==> config.mk <==
export PLATFORM = sky130hd
export DESIGN_NAME = ps2_key_fifo_rx
export DESIGN_NICKNAME = d
export VERILOG_FILES = /design/src/rtl/ps2_key_fifo_rx.sv
export SDC_FILE = /design/constraint.sdc
export NUM_CORES = 1
export LEC_CHECK = 0
export ABC_AREA = 1
export BUFFER_PORTS_ARGS = -buffer_cell sky130_fd_sc_hd__buf_4
export CAP_MARGIN = 15
export CORE_UTILIZATION = 55
export CTS_BUF_LIST = sky130_fd_sc_hd__clkbuf_2
export CTS_CLUSTER_SIZE = 16
export DETAILED_ROUTE_END_ITERATION = 12
export GPL_TIMING_DRIVEN = 0
export PLACE_DENSITY = 0.76
export RECOVER_POWER = 25
export SLEW_MARGIN = 20
export SYNTH_ARGS = -nofsm -noshare
export SYNTH_HDL_FRONTEND = slang
export SYNTH_SLANG_ARGS = --single-unit
==> constraint.sdc <==
create_clock -name clk -period 2.4 [get_ports clk]
set_clock_uncertainty 0.05 [all_clocks]
set_input_delay 0.36 -clock clk [delete_from_list [all_inputs] [get_ports clk]]
set_output_delay 0.36 -clock clk [all_outputs]
set_load 0.03 [all_outputs]
==> src/rtl/ps2_key_fifo_rx.sv <==
// ps2_key_fifo_rx: oversampled PS/2 keyboard receiver with make/break/extended decode and FWFT event FIFO
// Ports: clk, rst_n (async, active-low); ps2_clk/ps2_data raw pins;
//   evt_valid/evt_ready pop handshake with head fields evt_code, evt_ext, evt_break, evt_ascii;
//   fifo_count occupancy; frame_err and overflow one-cycle pulses.
// Optional: define PS2_ASCII_EN to decode evt_ascii from the head entry (tied to 0 otherwise).
module ps2_key_fifo_rx #(
    parameter int FIFO_DEPTH  = 8,
    parameter int SYNC_STAGES = 2,
    parameter int FILT_CYC    = 8,
    parameter int TIMEOUT_CYC = 100000
) (
    input  logic                          clk,
    input  logic                          rst_n,
    input  logic                          ps2_clk,
    input  logic                          ps2_data,
    output logic                          evt_valid,
    input  logic                          evt_ready,
    output logic [7:0]                    evt_code,
    output logic                          evt_ext,
    output logic                          evt_break,
    output logic [7:0]                    evt_ascii,
    output logic [$clog2(FIFO_DEPTH):0]   fifo_count,
    output logic                          frame_err,
    output logic                          overflow
);
    localparam int AW = $clog2(FIFO_DEPTH);
    localparam int CW = AW + 1;
    localparam int FW = $clog2(FILT_CYC + 1);
    localparam int TW = $clog2(TIMEOUT_CYC + 1);
    typedef enum logic [1:0] {IDLE, DATA, PARITY, STOP} state_t;
    logic [SYNC_STAGES-1:0] clk_sync, dat_sync;
    logic                   clk_s, data, fclk, fall, flip;
    logic [FW-1:0]          filt_cnt;
    state_t                 state, state_nx;
    logic [2:0]             bit_cnt;
    logic [7:0]             shreg;
    logic                   par_ok, tmo, err, byte_ok, rx_v, push, pop, full, wr;
    logic [TW-1:0]          to_cnt;
    logic                   ext_f, brk_f;
    logic [AW-1:0]          wr_ptr, rd_ptr;
    logic [9:0]             mem [FIFO_DEPTH];
    logic [9:0]             head;
    assign clk_s = clk_sync[SYNC_STAGES-1];
    assign data  = dat_sync[SYNC_STAGES-1];
    // fclk follows clk_s only after FILT_CYC consecutive differing samples
    assign flip  = (clk_s != fclk) && (filt_cnt == FW'(FILT_CYC - 1));
    always_ff @(posedge clk or negedge rst_n) begin
        if (!rst_n) begin
            clk_sync <= '1;
            dat_sync <= '1;
            fclk     <= 1'b1;
            filt_cnt <= '0;
            fall     <= 1'b0;
        end else begin
            clk_sync <= {clk_sync[SYNC_STAGES-2:0], ps2_clk};
            dat_sync <= {dat_sync[SYNC_STAGES-2:0], ps2_data};
            filt_cnt <= (clk_s == fclk || flip) ? '0 : filt_cnt + FW'(1);
            fclk     <= flip ? clk_s : fclk;
            fall     <= flip & ~clk_s;
        end
    end
    assign tmo = (state != IDLE) && (to_cnt == TW'(TIMEOUT_CYC));
    always_ff @(posedge clk or negedge rst_n) begin
        if (!rst_n) state <= IDLE;
        else        state <= state_nx;
    end
    always_comb begin
        state_nx = tmo ? IDLE :
                   !fall ? state :
                   state == IDLE ? (data ? IDLE : DATA) :
                   state == DATA ? (bit_cnt == 3'd7 ? PARITY : DATA) :
                   state == PARITY ? STOP : IDLE;
    end
    always_comb begin
        err     = tmo | (fall & (((state == IDLE) & data) | ((state == STOP) & ~(data & par_ok))));
        byte_ok = ~tmo & fall & (state == STOP) & data & par_ok;
    end
    // shreg stays untouched from the stop bit until the next frame's first data bit,
    // so the decoder can read it on the cycle after byte_ok without a copy
    always_ff @(posedge clk or negedge rst_n) begin
        if (!rst_n) begin
            bit_cnt   <= '0;
            shreg     <= '0;
            par_ok    <= 1'b0;
            to_cnt    <= '0;
            frame_err <= 1'b0;
            rx_v      <= 1'b0;
        end else begin
            to_cnt    <= (fall || state == IDLE) ? '0 : to_cnt + TW'(1);
            frame_err <= err;
            rx_v      <= byte_ok;
            if (fall && !tmo) begin
                bit_cnt <= (state == DATA) ? bit_cnt + 3'd1 : 3'd0;
                if (state == DATA) shreg <= {data, shreg[7:1]};
                if (state == PARITY) par_ok <= (^shreg) ^ data;
            end
        end
    end
    assign push = rx_v & ~frame_err & (shreg != 8'hE0) & (shreg != 8'hF0);
    always_ff @(posedge clk or negedge rst_n) begin
        if (!rst_n) begin
            ext_f <= 1'b0;
            brk_f <= 1'b0;
        end else if (frame_err || push) begin
            ext_f <= 1'b0;
            brk_f <= 1'b0;
        end else if (rx_v) begin
            ext_f <= ext_f | (shreg == 8'hE0);
            brk_f <= brk_f | (shreg == 8'hF0);
        end
    end
    assign full      = fifo_count == CW'(FIFO_DEPTH);
    assign evt_valid = fifo_count != '0;
    assign pop       = evt_valid & evt_ready;
    assign wr        = push & (~full | pop);
    always_ff @(posedge clk or negedge rst_n) begin
        if (!rst_n) begin
            wr_ptr     <= '0;
            rd_ptr     <= '0;
            fifo_count <= '0;
            overflow   <= 1'b0;
        end else begin
            wr_ptr     <= wr_ptr + AW'(wr);
            rd_ptr     <= rd_ptr + AW'(pop);
            fifo_count <= fifo_count + CW'(wr) - CW'(pop);
            overflow   <= push & full & ~pop;
        end
    end
    always_ff @(posedge clk) begin
        if (wr) mem[wr_ptr] <= {ext_f, brk_f, shreg};
    end
    assign head = mem[rd_ptr];
    assign {evt_ext, evt_break, evt_code} = evt_valid ? head : 10'd0;
`ifdef PS2_ASCII_EN
    function automatic logic [7:0] to_ascii(input logic [7:0] c);
        case (c)
            8'h1C: return 8'h41; 8'h32: return 8'h42; 8'h21: return 8'h43; 8'h23: return 8'h44;
            8'h24: return 8'h45; 8'h2B: return 8'h46; 8'h34: return 8'h47; 8'h33: return 8'h48;
            8'h43: return 8'h49; 8'h3B: return 8'h4A; 8'h42: return 8'h4B; 8'h4B: return 8'h4C;
            8'h3A: return 8'h4D; 8'h31: return 8'h4E; 8'h44: return 8'h4F; 8'h4D: return 8'h50;
            8'h15: return 8'h51; 8'h2D: return 8'h52; 8'h1B: return 8'h53; 8'h2C: return 8'h54;
            8'h3C: return 8'h55; 8'h2A: return 8'h56; 8'h1D: return 8'h57; 8'h22: return 8'h58;
            8'h35: return 8'h59; 8'h1A: return 8'h5A;
            8'h45: return 8'h30; 8'h16: return 8'h31; 8'h1E: return 8'h32; 8'h26: return 8'h33;
            8'h25: return 8'h34; 8'h2E: return 8'h35; 8'h36: return 8'h36; 8'h3D: return 8'h37;
            8'h3E: return 8'h38; 8'h46: return 8'h39;
            8'h29: return 8'h20; 8'h5A: return 8'h0A;
            default: return 8'h00;
        endcase
    endfunction
    assign evt_ascii = (evt_valid && !evt_ext) ? to_ascii(evt_code) : 8'h00;
`else
    assign evt_ascii = 8'h00;
`endif
endmodule

Word level (Yosys, flattened, before mapping)
Memories as Yosys holds them, arrays and structs flattened.
Cells that the tools add are included.
{"block": "classes", "bitwise": 28, "div": 0, "eq_ne": 13, "add_sub_neg": 7, "n_shift": 0, "n_reduce_logical": 15, "order_cmp": 0, "multipliers": 0, "n_mux": 17}
{"cell": "$add A17 B1 Y17 const B", "n": 1}
{"cell": "$eq A17 B17 Y1 const B", "n": 1}
{"cell": "$mux W17", "n": 1}
{"cell": "$and A1 B1 Y1", "n": 16}
{"cell": "$eq A8 B8 Y1 const B", "n": 2}
{"cell": "$ne A8 B8 Y1 const B", "n": 2}
{"cell": "$mux W2", "n": 6}
{"cell": "$mux W10", "n": 1}
{"cell": "$reduce_xor A8 Y1", "n": 1}
{"cell": "$mux W1", "n": 7}
{"cell": "$add A3 B1 Y3", "n": 2}
{"cell": "$not A1 Y1", "n": 6}
{"cell": "$reduce_bool A2 Y1", "n": 3}
{"cell": "$or A1 B1 Y1", "n": 5}
{"cell": "$add A4 B1 Y4", "n": 1}
{"cell": "$add A4 B1 Y4 const B", "n": 1}
{"cell": "$eq A2 B2 Y1 const B", "n": 2}
{"cell": "$eq A4 B3 Y1 const B", "n": 1}
{"cell": "$eq A4 B4 Y1 const B", "n": 1}
{"cell": "$mux W4", "n": 1}
{"cell": "$reduce_and A2 Y1", "n": 2}
{"cell": "$reduce_bool A4 Y1", "n": 1}
{"cell": "$sub A4 B1 Y4", "n": 1}
{"cell": "$add A3 B1 Y3 const B", "n": 1}
{"cell": "10 further kinds", "n": 14}
{"block": "totals", "reg_bits": 56, "output_inout_bits": 25, "in_bits": 5, "memories": 1, "romBits": 0, "ram_bits": 80, "latchBits": 0}
{"name": "mem", "words": 8, "width": 10, "read_ports": 1, "rd_ports_with_merged_regs": 0, "wr": 1, "line": "41", "source": "logic [9:0] mem [FIFO_DEPTH];"}

Longest topological paths before layout
Gate-level depths: netlist of the first run.
{"block": "depth", "depth_word": 7, "mapped_depth": 13, "mapped_depth_nobuf": 13}

Worst setup path before layout of the first run
Ideal clock, no wire load.
{"block": "synth_timing", "kind": "reg2out", "from": "register fifo_count[2]", "to": "output port evt_break", "path_slack_ns": 0.032, "t_arrival_ns": 1.958, "n_path_buf": 1, "stages_incl_launch_ff": 9, "path_cell_list": "dfrtp_1 -> inv_1 -> ha_1 -> inv_1 -> nor2_1 -> inv_1 -> clkbuf_1 -> nand2_1 -> nor2_1"}
{"block": "synth_between", "elab_chain_cells": 2}
{"item": "start, declared", "line": "22", "source": "output logic [$clog2(FIFO_DEPTH):0] fifo_count,"}
{"item": "start signal, assigned", "line": "125", "source": "fifo_count <= fifo_count + CW'(wr) - CW'(pop);"}
{"item": "$reduce_bool A4 Y1", "line": "113", "source": "assign evt_valid = fifo_count != '0;"}
{"item": "named net evt_valid", "line": "16", "source": "output logic evt_valid,"}
{"item": "$mux W10", "line": "133", "source": "assign {evt_ext, evt_break, evt_code} = evt_valid ? head : 10'd0;"}
{"item": "end, declared", "line": "20", "source": "output logic evt_break,"}
The timed path passes the listed nets, and every way through them passes these cells.

Worst setup path in the final report of the first run
{"block": "layout_timing", "from": "register rd_ptr[0]", "to": "output port evt_code[0]"}
{"block": "layout_between", "elab_chain_cells": 2}
{"item": "start, declared", "line": "40", "source": "logic [AW-1:0] wr_ptr, rd_ptr;"}
{"item": "start signal, assigned", "line": "124", "source": "rd_ptr <= rd_ptr + AW'(pop);"}
{"item": "$mem_v2 Z8 W10"}
{"item": "$mux W10", "line": "133"}
{"item": "end, declared", "line": "18", "source": "output logic [7:0] evt_code,"}
Every way passes these cells.

==> metrics, run 1 <==
status=complete, but fails checks; failing checks=negative setup slack; Worst-Margin Slew=1.34 ns; H-tree levels=4; I/O Pins=30; met2 GRT Util=42.4%; area leader, netlist=edfxtp_1; Yosys top cell area share=39.5%; critical path class=reg2out; post-DR wirelength/cell=16.0 µm; YS warnings=0; Die ar.=0.0115 mm²; RSZ-0062 raised after global routing=yes; sequential fraction of the synthesis area=62.6%; Initial Util=56.4%; Worst path slowest cell=dfrtp_2; CTS clk-pin slew, worst paths=0.18 ns; Syn Inst Count=574; synth top area cells=edfxtp_1 39%, dfrtp_1 21%, nor2_1 7.1%, nand2_1 4.5%, o21ai_0 4.4%; clock insertion delay at the later pin of the skew report=0.66 ns; final hold viol count=0; Util after Layout=66.9%; # nets final=674; CTS tree=yes; Leak Pwr=0.00307 µW; met3 Usage GRT=5.90%; via count=4286; hold crit path type=in2reg; Routed WL=12800 µm; routability cong.=0.797; PortBufs=21; relative slew slack=10.7%; crit-path cells=inv_4 -> buf_8 -> nor2_1 -> o211ai_1 -> nand2_1 -> nor2_2 -> buf_6; grt met1 use=28.9%; clk sink count=136; core area=0.0108 mm²; die width=107 µm; row count=38; DR iter-0 viols=313; antenna violations before repair=0; worst vdd ir=0.945 mV; crit path DAT=2.14 ns; Max Buffers Root-to-Sink=2; layout cells sized above 1=25.6%; critical-path maximum fanout=10; final setup fails=10; synth unique cells=36; final hold slack=0.305 ns; hold depth=2; Cell Pwr Density=959 mW/mm²; CTS buffer count=17; Worst Slack Setup Final=-0.146 ns; Max Clk Rate=393 MHz; DP Area=0.00644 mm²; DRC viols=0; post-synth design cell area=0.00608 mm²; Pins Over Slew Limit=0; Worst Reg-to-Reg Cells=13; first-pass GRT wire length=20700 µm; first-pass iteration count of the detailed router=5; vias in the first global route=4312; Multi-input gate area=0.00208 mm²; die height=107 µm; Antenna Nets Post-Route=0; #FFs+latches synth=136; total global-route track usage=24.1%; post-DP HPWL=7980 µm; vias per cell=5.35; Antenna Cells=0; design area=0.00722 mm²; crit start category=flop; register area=0.00382 mm²; Setup crit end kind=output port; root buf cell=clkbuf_2; Layout area overhead=18.7%; MaxCap Viol Count=0; CP required=1.99 ns; GRT overflow=0; GRT Max-Usage Layer=met2; Tcrit/Tclk final=106%; fillers=801; CP peak stage delay=0.53 ns; Min Clock Period, post-route=2.55 ns; largest net degree at the start of global routing=57; syn avg cell area=10.6 µm²
[path summary, 6_finish.rpt]
| check | slack (ns) | startpoint | to |
|---|---|---|---|
| min reg2reg | 0.32 | dat_sync[0] | dat_sync[1] |
| max in group asynchronous | 0.94 | rst_n | shreg[0] |
| min in group asynchronous | 0.47 | rst_n | state[0] |
| max | -0.15 | rd_ptr[0] | evt_code[0] |
| max reg2reg | 0.07 | shreg[1] | fifo_count[1] |
| min | 0.30 | ps2_clk | clk_sync[0] |
[stage by stage]
step                total power, µW  worst slack [ns]  setup TNS (ns)  instances
floorplan                      4260            0.0320               0        581
global placement               4930            -0.714          -52.06        742
detailed placement             5000            -0.872          -61.14        742
CTS                            6790            -0.168           -1.38        795
global route                   7310            -0.282           -2.65        801
finish                         6930            -0.146           -1.05        801
[layer usage]
layer	wire length, µm	part of all wire (%)	vias up
met5	0	0	-
met4	188	1.5	0
met3	811	6.3	20
met2	6790	53	140
met1	5000	39	2052
li1	-	-	2074
[state kept, by name (all words and copies together) (netlist names), 2 cells and up]
register / count
filt_cnt: 4
clk_sync: 2
fifo_count: 4
state: 2
mem: 80
to_cnt: 17
wr_ptr: 3
shreg: 8
dat_sync: 2
rd_ptr: 3
bit_cnt: 3
[synthesized netlist by cell type]
master    instances
nand4_1           3
xor2_1            5
buf_2             2
clkbuf_1         12
nand2_1          73
o21ai_2          11
nand3_1          15
dfrtp_1          51
o211ai_1         11
inv_4             1
inv_1            49
nor3b_2           1
nand3_4           2
nand3b_1          2
or2_2             2
nor2_8            1
nor2_1          115
o22ai_1          10
nor2_2            5
nor3_1            7
xnor2_1           4
fa_1              1
o21ai_1           1
o21ai_0          54
nand2_2           4
a21oi_2           1
o21a_1            2
edfxtp_1         80
buf_4             8
ha_1             19
a21oi_1           9
nor2_4            2
dfstp_2           5
inv_2             4
buf_12            1
conb_1            1
[what timing repair did]
item,in CTS,in global routing
pin swaps,10,9
hold buffers,4,0
setup buffers,17,5
endpoints found under the hold margin,54,0
gates cloned,1,1
setup endpoints to repair,97,13
resized for setup,78,21
[layout by cell type (no fill, tap or decap), drive strengths merged]
cell type and count:
nand3b 2, ha 19, a21oi 10, dfstp 5, xnor2 4, clkbuf 30, o21ai 66, o211ai 11
nand2 77, dlygate4sd3 4, buf 55, nor3 7, dfrtp 51, conb 8, fa 1, o22ai 10
or2 2, nor3b 1, nor2 123, edfxtp 80, clkinvlp 1, inv 55, nand3 17, clkinv 7
o21a 2, xor2 5, bufinv 5, nand4 3
[worst max-delay path: cells and delay by family (launching register included)]
family,cells,cell delay (ns)
flip-flops,1,0.53
buffers and inverters,3,0.40
AND/OR/NAND/NOR,3,0.29
AO/OA/AOI/OAI,1,0.25
[where the power goes]
part	leakage, µW	internal (µW)	switching (µW)
combinational	0.00128	1040	1620
sequential	0.00162	2570	118
clock	0.000167	775	811
[cell families (layout without fill, tap and decap cells)]
family	Yosys count	after routing	share of synthesized area (%)
adders and majority gates	20	20	4.24
DFF	136	136	62.6
other	1	8	0.0616
xor gates and xnor gates	9	9	1.30
AOI/OAI and AO/OA	99	99	9.62
buffers and inverters	77	157	5.59
and+or+nand+nor	232	232	16.6
[area by class of cell]
class / count / share of cell area [%]
clock buffers: 17 / 1.18
flip-flops and latches: 136 / 52.9
multi-input cells: 368 / 28.7
clock inverters: 14 / 2.84
repair buffers: 49 / 5.99
well taps: 140 / 2.42
plain buffers: 23 / 3.03
inverters: 54 / 2.87
(Power assumes the default switching activity.)
==> run 2, diff against run 1 <==
- CELL_PAD_IN_SITES_DETAIL_PLACEMENT: not set -> 0
- CELL_PAD_IN_SITES_GLOBAL_PLACEMENT: not set -> 1
- CORE_UTILIZATION: 55 -> 46
- PLACE_DENSITY: 0.76 -> not set
- PLACE_DENSITY_LB_ADDON: not set -> 0.1
==> run 2 against run 1 <==
Effect of this change:
- the flow still finishes with violations (negative setup slack)
- core utilization is 9.8 points lower
- cell count is 4.2% higher
- routed wire length is 1.1% lower
- highest routed layer unchanged
- global-route usage is 3.7 points lower
- worst setup slack better by 0.0086 ns
- flip-flop and latch count stayed put
- critical endpoint is now evt_code[3]
- clock-buffer cell count is 4 higher
- maximum frequency is 0.34% higher
- clock power is 14% lower
- sequential share of layout area is 0.48 points lower
==> metrics, run 2 (synthesized netlist as in run 1, its figures left out) <==
Antenna Nets Post-Route=0 (unchanged); I/O Pins=30 (unchanged); Critical Path Stages=7 (unchanged); worst vdd ir=0.364 mV (-61%); die width=117 µm (+9.2%); via count=4129 (-3.7%); Hold EP=dat_sync[0]; largest reg by FF count=mem; critical-path maximum fanout=10 (unchanged); crit start category=flop; CP required=1.99 ns (about the same); failing checks=negative setup slack; hold crit path type=in2reg; switching power=2540 µW (-0.36%); clock share of power=20.3% (-2.6 points); first-pass iteration count of the detailed router=4 (-1); Worst Slack Setup Final=-0.137 ns (+0.00865 ns); vias per cell=4.94 (-7.6%); routability cong.=0.805 (+1.0%); DRC viols=0 (unchanged); Layout area overhead=19.9%; largest net degree at the start of global routing=57 (unchanged); DP Area=0.00648 mm² (+0.62%); design area=0.00729 mm² (+0.95%); Total Power=6760 µW (-2.5%); Worst-Margin Slew=1.40 ns (+0.0597 ns); die height=117 µm (+9.2%); clk sink count=136 (unchanged); MaxCap Viol Count=0 (unchanged); placed cells=774 (+4.3%); Worst Min Path Start=ps2_data; Pins Over Slew Limit=0 (unchanged); CTS clk-pin slew, worst paths=0.17 ns (about the same); Leak Pwr=0.00305 µW (-0.45%); vias in the first global route=4002 (-7.2%); max reg flops=80 (unchanged); antenna violations before repair=0 (unchanged); # nets final=675 (+0.15%); crit path DAT=2.13 ns (about the same); first-pass GRT wire length=20100 µm (-2.6%); Gate power share=39.9% (+1.5 points); H-tree levels=4 (unchanged); total global-route track usage=20.4% (-3.7 points); post-DR wirelength/cell=15.2 µm (-5.1%); CTS tree=yes; Top Registers=mem (80), to_cnt (17), shreg (8); CP top delay family=flip-flops; Worst Reg-to-Reg Cells=13 (unchanged); CP peak stage delay=0.53 ns (about the same); core area=0.0128 mm² (+18%); sw frac=37.6% (+0.80 points); worst reg2reg setup slack=0.11 ns (+0.04 ns); GRT overflow=0 (unchanged); Cell Pwr Density=927 mW/mm² (-3.4%); Internal Power=4220 µW (-3.7%); Min Clock Period, post-route=2.54 ns (-0.00865 ns); Setup crit end kind=output port; final setup fails=10 (unchanged); fillers=1108 (+38%); post-DP HPWL=8200 µm (+2.8%); final hold viol count=0 (unchanged); Max Buffers Root-to-Sink=2 (unchanged); FF-to-FF Start=shreg[1]; Max Clk Rate=394 MHz (+0.34%); Die ar.=0.0137 mm² (+19%); most frequent cells in the layout=100 x nor2_1, 80 x edfxtp_1, 69 x nand2_1; sequential power share=39.8% (+1.1 points); relative slew slack=6.74% (-4.0 points); Routed WL=12700 µm (-1.1%); Initial Util=47.6% (-8.7 points); Placement Setup Slack=-0.798 ns (+0.0735 ns); CTS buffer count=17 (unchanged); most common cell after layout, fill and taps aside=nor2_1; final setup TNS=-0.974 ns (+0.0807 ns); critical path class=reg2out; Tcrit/Tclk final=106% (-0.36 points); status=complete, but fails checks; Reg2Reg Capture Point=fifo_count[1]; RSZ-0062 raised after global routing=yes; Worst path slowest cell=dfrtp_2; root buf cell=clkbuf_2; row count=41 (+7.9%); clock insertion delay at the later pin of the skew report=0.69 ns (+0.03 ns); PortBufs=21 (unchanged); crit-path cells=inv_4 -> buf_8 -> nor2_1 -> o211ai_1 -> nand2_1 -> nor2_2 -> buf_6; DR iter-0 viols=272 (-13%); Antenna Cells=0 (unchanged); layout cells sized above 1=25.9% (+0.38 points); WP buf/inv=3 (unchanged); Non-Filler Instances=835 (+4.2%); hold depth=2 (unchanged)
==> run 2: changes by cell type in the layout (fill, tap and decap cells not counted), sizes merged <==
cell / delta
inv: -2
clkbuf: +5
clkinv: -1
clkinvlp: +2
bufinv: -2
==> run 2: final cells by class <==
type                    instances  area [µm²]  share of cell area (%)
clock buffers                  21         105                    1.44
well taps                     172         215                    2.95
flip-flops and latches        136        3820                    52.4
clock inverters                11         131                    1.80
inverters                      54         211                    2.90
repair buffers                 50         487                    6.67
plain buffers                  23         224                    3.07
multi-input cells             368        2100                    28.7
==> run 2: stage by stage <==
stage	utilization, %	hold slack [ns]
3_5_place_dp	50.8	0.298
3_3_place_gp	50.8	0.297
5_1_grt	57.1	0.154
6_report	57.1	0.260
4_1_cts	56.3	0.131
2_1_floorplan	-	0.0144
==> run 2: routing by layer <==
layer	GRT usage [%]	share of wire (%)
met1	23.5	42
met2	35.7	52
met3	5.61	4.9
met4	9.20	1.9
met5	0	0
==> run 2: repair_timing <==
action	in CTS	in global routing
endpoints found under the hold margin	54	0
buffers inserted	18	6
gates resized for setup	77	27
hold buffers	4	0
pin swaps	12	6
endpoints found under the setup margin	97	13
gates cloned	1	0
==> run 2: power groups by stage <==
stage	logic (µW)	clock network (µW)	registers [µW]
final	2700	1370	2690
after global placement	2300	0	2710
after global routing	2970	1510	2710
after floorplan	1510	0	2750
after detailed placement	2330	0	2720
after CTS	2560	1420	2690
==> run 2: worst reg2reg max path, delay by kind of cell, from the launching register on <==
| kind | cells | cell delay [ns] |
|---|---|---|
| AND/OR/NAND/NOR | 6 | 0.68 |
| flip-flops | 1 | 0.40 |
| buffers and inverters | 4 | 0.26 |
| adder cells (fa/ha/maj) | 3 | 0.82 |
==> run 2: how the worst max path moves through the flow <==
| stage | from | endpoint |
|---|---|---|
| 2_1_floorplan | fifo_count[2] | evt_break |
| 3_3_place_gp | shreg[2] | mem[7][2] |
| 3_5_place_dp | shreg[2] | mem[5][8] |
| 4_1_cts | rd_ptr[0] | evt_code[3] |
| 5_1_grt | rd_ptr[0] | evt_break |
| 6_report | rd_ptr[0] | evt_code[3] |
==> run 3, diff against run 2 <==
- CORE_UTILIZATION: 46 -> 40
==> run 3 against run 2 <==
Effect of this change:
- the flow finishes with violations (design-rule violations, negative setup slack)
- global-route usage shrank 2.7 points
- clock power grew 11%
- worst setup slack lost 0.039 ns
- clock-buffer cell count shrank 3
- via count shrank 0.27%
- total power grew 1.1%
- critical path type unchanged
- largest cell class unchanged
- highest routed layer unchanged
==> metrics, run 3 (synthesized netlist as in run 1, its figures left out) <==
routability cong.=0.752 (-6.6%); Max Clk Rate=388 MHz (-1.5%); CTS clk-pin slew, worst paths=0.17 ns (about the same); row count=44 (+7.3%); CP required=1.99 ns (about the same); met2 GRT Util=31.9% (-3.8 points); placed cells=786 (+1.6%); Leak Pwr=0.00306 µW (+0.32%); critical path class=reg2out; Worst Slack Setup Final=-0.177 ns (-0.0392 ns); die height=125 µm (+7.1%); I/O Pins=30 (unchanged); largest reg by FF count=mem; total global-route track usage=17.8% (-2.7 points); first-pass GRT wire length=21200 µm (+5.2%); vias in the first global route=4196 (+4.8%); Util after Layout=49.8% (-7.3 points); final hold viol count=0 (unchanged); hold depth=2 (unchanged); MaxCap Viol Count=0 (unchanged); most frequent cells in the layout=96 x nor2_1, 80 x edfxtp_1, 72 x nand2_1; root buf cell=clkbuf_2; Antenna Nets Post-Route=0 (unchanged); crit start category=flop; critical-path maximum fanout=10 (unchanged); via count=4118 (-0.27%); met3 Usage GRT=4.02% (-1.6 points); Cell Pwr Density=935 mW/mm² (+0.87%); PortBufs=21 (unchanged); post-DR wirelength/cell=15.0 µm (-0.75%); Min Clock Period, post-route=2.58 ns (+0.0392 ns); Die ar.=0.0157 mm² (+15%); clock insertion delay at the later pin of the skew report=0.70 ns (about the same); Initial Util=41.4% (-6.2 points); switching power=2550 µW (+0.35%); Worst-Margin Slew=1.42 ns (+0.0181 ns); DR iter-0 viols=228 (-16%); core area=0.0147 mm² (+15%); largest net degree at the start of global routing=57 (unchanged); layout cells sized above 1=25.4% (-0.57 points); worst vdd ir=0.406 mV (+11%); final setup fails=10 (unchanged); first-pass iteration count of the detailed router=10 (+6); Worst Reg-to-Reg Cells=13 (unchanged); Non-Filler Instances=846 (+1.3%); clk sink count=136 (unchanged); Top Registers=mem (80), to_cnt (17), shreg (8); antenna violations before repair=0 (unchanged); max reg flops=80 (unchanged); vias per cell=4.87 (-1.6%); most common cell after layout, fill and taps aside=nor2_1; status=complete, but fails checks; Pins Over Slew Limit=0 (unchanged); Tcrit/Tclk final=107% (+1.6 points); clock share of power=22.2% (+1.9 points); GRT overflow=0 (unchanged); relative slew slack=5.53% (-1.2 points); Placement Setup Slack=-0.796 ns (+0.00241 ns); CTS buffer count=17 (unchanged); Layout area overhead=20.2%; Antenna Cells=0 (unchanged); die width=125 µm (+7.1%); post-DP HPWL=8360 µm (+1.9%); H-tree levels=4 (unchanged); crit path DAT=2.17 ns (+0.04 ns); Internal Power=4280 µW (+1.6%); GRT Max-Usage Layer=met2; failing checks=design-rule violations, negative setup slack; Routed WL=12700 µm (+0.56%); CTS tree=yes; Setup crit end kind=output port; sw frac=37.3% (-0.30 points); Max Buffers Root-to-Sink=2 (unchanged); Gate power share=38.6% (-1.3 points); # nets final=674 (-0.15%); sequential power share=39.3% (-0.5 points); RSZ-0062 raised after global routing=yes; DRC viols=3 (+3); hold crit path type=in2reg; grt met1 use=20.6% (-2.9 points)
run 3: cell type report:
type | count | area [µm²]
buffer | 23 | 218
clock buffer | 18 | 90.1
clock inverter | 14 | 180
fill | 1371 | 7390
inverter | 54 | 208
multi-input combinational | 368 | 2080
sequential | 136 | 3820
tap | 184 | 230
timing repair buffer | 49 | 483
run 3: power groups by stage:
stage	clock network [µW]	registers (µW)	logic, µW
after floorplan	0	2750	1510
after global placement	0	2710	2310
after detailed placement	0	2720	2330
after CTS	1560	2690	2540
after global routing	1650	2700	2930
final	1520	2680	2640
run 3: worst max-delay path: stages (launching register included):
cell and delay [ns]:
dfrtp_2 0.53, inv_4 0.11, buf_8 0.14, nor2_1 0.05, o211ai_1 0.25, nand2_1 0.11
nor2_2 0.15, buf_6 0.15
run 3: worst paths after layout:
path,slack [ns],start,endpoint
min reg2reg,0.32,dat_sync[0],dat_sync[1]
min in group asynchronous,0.43,rst_n,to_cnt[6]
max,-0.18,rd_ptr[0],evt_code[4]
max in group asynchronous,0.91,rst_n,shreg[7]
max reg2reg,0.14,shreg[2],fifo_count[1]
min,0.27,ps2_clk,clk_sync[0]
run 3: per-stage QoR:
step	cell area, µm²	hold slack (ns)	setup TNS, ns	total power, µW
5_1_grt	7310	0.196	-2.78	7280
3_3_place_gp	6500	0.297	-53.95	5020
3_5_place_dp	6500	0.297	-57.28	5050
4_1_cts	7240	0.136	-2.08	6790
2_1_floorplan	6110	0.0144	0	4260
6_report	7310	0.268	-1.04	6840
run 3: what timing repair did:
item                                    CTS  global route
hold endpoints to repair                 54             0
pin swaps                                14             7
cloned                                    1             0
setup buffers                            19             4
hold buffers                              4             0
gates resized for setup                  69            32
endpoints found under the setup margin   95            13
run 3: layer usage:
layer / share of wire [%] / wire length (µm)
met1: 43 / 5470
met2: 53 / 6680
met3: 2.9 / 367
met4: 1.6 / 200
met5: 0 / 0
